--- src/rtl/debug_scan_host.sv ---
// Debug-port host: single-steps the core, then sweeps every debug slot into a snapshot buffer.
// Latency: a step takes STEP_HIGH+SETTLE+NUM_ADDR+CAPTURE_LAT cycles; a snapshot takes NUM_ADDR+CAPTURE_LAT; reads take 1 cycle.
// Backpressure: none; requests that arrive while busy are dropped, not queued.
module debug_scan_host #(
    parameter int NUM_ADDR    = 32,
    parameter int STEP_HIGH   = 4,
    parameter int SETTLE      = 4,
    parameter int CAPTURE_LAT = 2
) (
    input  logic        clk,
    input  logic        rst,
    input  logic        mode_step,
    input  logic        step_req,
    input  logic        snap_req,
    output logic        debug_en,
    output logic        debug_step,
    output logic [6:0]  debug_addr,
    input  logic [31:0] debug_data,
    input  logic [4:0]  rd_addr,
    output logic [31:0] rd_data,
    output logic        busy,
    output logic        snap_valid,
    output logic [15:0] step_count
);

    typedef enum logic [2:0] {IDLE, STEP_HI, STEP_LO, SCAN, DRAIN} state_t;

    typedef struct packed {
        logic       vld;
        logic [4:0] addr;
    } capTag_t;

    localparam logic [4:0] LAST_ADDR   = 5'(NUM_ADDR - 1);
    localparam logic [7:0] STEP_LAST   = 8'(STEP_HIGH - 1);
    localparam logic [7:0] SETTLE_LAST = 8'(SETTLE - 1);
    localparam logic [7:0] DRAIN_LAST  = 8'(CAPTURE_LAT - 1);

    state_t      state, stateNext;
    logic [7:0]  cnt;
    logic [4:0]  scanAddr, scanAddrNext;
    capTag_t     capPipe [CAPTURE_LAT];
    logic [31:0] snapBuf [32];

    assign debug_addr = {2'b00, scanAddr};
    assign busy       = (state != IDLE);

    always_comb begin
        stateNext    = state;
        scanAddrNext = scanAddr;
        case (state)
            IDLE: begin
                // A step's own scan also serves a simultaneous snapshot request.
                if (step_req && debug_en) begin
                    stateNext = STEP_HI;
                end else if (snap_req) begin
                    stateNext    = SCAN;
                    scanAddrNext = 5'd0;
                end
            end
            STEP_HI: begin
                if (cnt == STEP_LAST) stateNext = STEP_LO;
            end
            STEP_LO: begin
                if (cnt == SETTLE_LAST) begin
                    stateNext    = SCAN;
                    scanAddrNext = 5'd0;
                end
            end
            SCAN: begin
                if (scanAddr == LAST_ADDR) stateNext = DRAIN;
                else                       scanAddrNext = scanAddr + 5'd1;
            end
            DRAIN: begin
                if (cnt == DRAIN_LAST) begin
                    stateNext    = IDLE;
                    scanAddrNext = 5'd0;
                end
            end
            default: stateNext = IDLE;
        endcase
    end

    always_ff @(posedge clk) begin
        if (rst) begin
            state      <= IDLE;
            cnt        <= 8'd0;
            scanAddr   <= 5'd0;
            debug_en   <= 1'b0;
            debug_step <= 1'b0;
            step_count <= 16'd0;
            snap_valid <= 1'b0;
            rd_data    <= 32'd0;
            for (int i = 0; i < CAPTURE_LAT; i++) capPipe[i] <= '0;
        end else begin
            state      <= stateNext;
            cnt        <= (stateNext != state) ? 8'd0 : cnt + 8'd1;
            scanAddr   <= scanAddrNext;
            debug_step <= (stateNext == STEP_HI);
            if (state == IDLE) debug_en <= mode_step;
            if (state == STEP_HI && stateNext == STEP_LO) step_count <= step_count + 16'd1;
            if (stateNext == SCAN && state != SCAN)       snap_valid <= 1'b0;
            else if (state == DRAIN && stateNext == IDLE) snap_valid <= 1'b1;
            // Tag travels alongside the core's read latency so the write lands on the matching word.
            capPipe[0] <= '{vld: (stateNext == SCAN), addr: scanAddrNext};
            for (int i = 1; i < CAPTURE_LAT; i++) capPipe[i] <= capPipe[i-1];
            rd_data <= ({27'd0, rd_addr} < 32'(NUM_ADDR)) ? snapBuf[rd_addr] : 32'd0;
        end
    end

    always_ff @(posedge clk) begin
        if (capPipe[CAPTURE_LAT-1].vld) snapBuf[capPipe[CAPTURE_LAT-1].addr] <= debug_data;
    end

endmodule

--- config.mk ---
export PLATFORM = sky130hd
export DESIGN_NAME = debug_scan_host
export DESIGN_NICKNAME = d
export VERILOG_FILES = /design/src/rtl/debug_scan_host.sv
export SDC_FILE = /design/constraint.sdc
export NUM_CORES = 1
export LEC_CHECK = 0
export ABC_CLOCK_PERIOD_IN_PS = 2630
export CAP_MARGIN = 5
export CORE_ASPECT_RATIO = 1.1
export CORE_MARGIN = 4
export CORE_UTILIZATION = 50
export CTS_BUF_LIST = sky130_fd_sc_hd__clkbuf_4
export CTS_CLUSTER_DIAMETER = 40
export DETAILED_ROUTE_END_ITERATION = 7
export DONT_BUFFER_PORTS = 1
export PLACE_DENSITY = 0.7
export SYNTH_ARGS = -nofsm -noshare
export SYNTH_HDL_FRONTEND = slang
export SYNTH_SLANG_ARGS = --single-unit
--- constraint.sdc ---
create_clock -name clk -period 2.63 [get_ports clk]
set_clock_uncertainty 0.05 [all_clocks]
set_input_delay 0.3945 -clock clk [delete_from_list [all_inputs] [get_ports clk]]
set_output_delay 0.3945 -clock clk [all_outputs]
set_load 0.02 [all_outputs]
==> results.tsv <==
metric	value	unit
status	complete, no violations	
crit_fanout	1	
post-route-util	0.582	
rsz0062_at_grt	no	
async_reset_ff_frac	0	
pwr-share-clk	0.397	
grtUsageMet2	0.365	
grt_max_degree	228	
synthToLayoutAreaGrowth	15.8	%
nFillCells	5944	
grt.total_usage	0.227	
cp_top_family	buffers and inverters	
boundaryPins	101	
hp-class	in2reg	
avgSynthCellArea	21.3	um2
cp_cell_sequence	mux4_2 -> dlygate4sd3_1 -> a22oi_1 -> dlygate4sd3_1 -> a31oi_1	
grt_pass1_vias	23100	
crit_path_start_kind	register	
die_w	284	um
wl_per_cell	27.8	um
critPathKind	reg2reg	
power.density	720	mW/mm2
finalPower	34.9	mW
ys_dominant_reg_cell	edfxtp_1	
die_h	311	um
htree_levels	5	
drive_gt1_frac	0.317	
drt_first_pass_iters	6	
fin_setup_tns	0	ns
p_seq_frac	0.554	
port_buffers	0	
via_count	21900	
fp-row-count	111	
synth_edf_count	1024	
synthCells	1963	
ff_latch_area	0.0322	mm2
dp_slack	0.391	ns
most-common-layout-cells	1,024 x edfxtp_1, 418 x clkbuf_4, 224 x mux4_2	
core-area	0.0832	mm2
fin_cells	3585	
layout_setup_ws	0.0821	ns
ys_seq_area_frac	0.770	
syn-cell-area	0.0418	mm2
internal_power	27.4	mW
p_comb_frac	0.049	
critPathMaxStageDelay	0.62	ns
end_kind	register	
cts-buffers-inserted	287	
worst_skew_pair.late_latency	1.12	ns
min_period	2.55	ns
fmax	392	MHz
multi_input_area	0.00921	mm2
place_inst	2986	
clock_path_buffers	4	
initial_core_util	0.503	
final_common_cell	edfxtp_1	
critPathSlowestCell	dlygate4sd3_1	
vias_per_cell	6.10	
crit_arrival	3.45	ns
dp_hpwl	50400	um
hold_violations	0	
worst_pin_slew	1.26	ns
drc_errors	0	
drt_iter0_drc	2300	
drtAntennaViolNets	0	
synth_seq_cells	1098	
clock-root-buffer	clkbuf_4	
ys_types	58	
finalNetCount	2376	
cp_data_required_time	3.53	ns
crit_top_cell	dlygate4sd3_1	
grt-ovfl-total	0	
relSlewSlack	0.159	
power_switching	7.45	mW
grt_antenna_before_repair	9	
cts_sinks	1098	
grt.busiest_layer	met2	
path_buf_inv	2	
clk_pin_slew	0.06	ns
use_met3	0.0747	
yosysWarnings	0	
drv_slew	0	
sw_frac_of_total	0.214	
p_leak	15.8	nW
finalSetupViolations	0	
cts_tree	done	
wl	99800	um
finalCritPeriodShare	0.969	
use_met1	0.291	
place_congestion	0.785	
grt_pass1_wl	147000	um
post-cts-setup-buffers	0	
irDropWorstVdd	0.525	mV
die-area	0.0884	mm2
drv_cap	0	
layout make-up:
| cell class | count | share of cell area |
|---|---|---|
| timing repair buffer | 200 | 0.0460 |
| antenna | 11 | 0.000568 |
| inverter | 8 | 0.000646 |
| clock buffer | 418 | 0.0648 |
| tap | 1073 | 0.0277 |
| multi-input combinational | 735 | 0.190 |
| sequential | 1098 | 0.665 |
| clock inverter | 42 | 0.00509 |
registers in the layout, summed over array words and instances, names as in the netlist, named ones only:
register	flops
debug_step	1
step_count	16
rd_data	32
snapBuf	1024
capPipe	7
debug_en	1
cnt	8
state	3
snap_valid	1
metrics by stage:
step,hold WS (ns),cell area (um2)
final,0.0911,48500
after global routing,0.0328,48500
after CTS,0.00279,48400
after detailed placement,0.395,43600
after global placement,0.402,43600
after floorplan,0.364,41900
cell families (layout without fill, tap and decap cells):
family          after synthesis  after routing  synth area share
other cells                   1             13         0.0000896
fa+ha+maj                     4              4           0.00120
mux                         358            358             0.153
simple gates                146            146            0.0193
flops                      1098           1098             0.770
buf+inv                     131            668            0.0167
compound gates              215            215            0.0377
xor+xnor                     10             10           0.00209
synthesized netlist by cell type, types with 3 or more instances:
cell type	number	area, um2
o21ai_0	39	195
nand3_1	14	70.1
nand2b_1	5	31.3
a21oi_1	17	85.1
or4_1	8	60.1
nand2_1	14	52.6
xnor2_1	3	26.3
mux4_2	224	5040
inv_1	7	26.3
xor2_1	7	61.3
and2_1	3	18.8
edfxtp_1	1024	30700
or3b_2	3	26.3
buf_6	8	90.1
or3_1	5	31.3
buf_1	7	26.3
o31ai_1	8	60.1
buf_4	29	218
nor2_1	48	180
a211oi_1	4	30.0
a221oi_1	33	289
nand3b_1	6	45.0
clkbuf_1	51	191
a31oi_1	32	200
dfxtp_1	74	1480
a21boi_0	3	22.5
nor2b_1	9	56.3
a221o_1	32	320
nand4_1	8	50.1
and4_1	3	26.3
ha_1	4	50.1
mux2_2	3	33.8
mux2i_1	131	1310
nor4_1	9	56.3
buf_2	27	135
a22oi_1	32	240
final timing paths:
path | slack (ns) | cells after the start | to | start
max reg2reg | 0.08 | 5 | rd_data[16] | snapBuf[29][16]
min | 0.09 | 4 | rd_data[31] | rd_addr[0]
max | 0.08 | 5 | rd_data[16] | snapBuf[29][16]
min reg2reg | 0.41 | 1 | capPipe[0][11] | capPipe[0][5]
power groups by stage:
stage	combinational (mW)	clock [mW]	sequential [mW]
floorplan	1.06	0	19.7
global placement	1.07	0	19.7
detailed placement	1.09	0	19.7
CTS	1.69	14.2	19.3
global route	1.80	15.2	19.3
finish	1.71	13.8	19.3
per-layer routing:
layer | vias up | share of wire
met5 | - | 0.00013
met4 | 2 | 0.029
met3 | 158 | 0.10
met2 | 1248 | 0.49
met1 | 11200 | 0.37
li1 | 9225 | -
worst reg2reg max path, cell delays in order, from the launching register on:
cell and delay (ns):
edfxtp_1 0.37, mux4_2 0.47, dlygate4sd3_1 0.60, a22oi_1 0.20, dlygate4sd3_1 0.62, a31oi_1 0.09
timing repair:
action / in CTS / in global routing
hold buffers: 128 / 0
gates resized for setup: 1 / 3
endpoints found under the setup margin: 1 / 6
endpoints found under the hold margin: 1098 / 0
No activity file was read; power rests on OpenSTA's default activity.
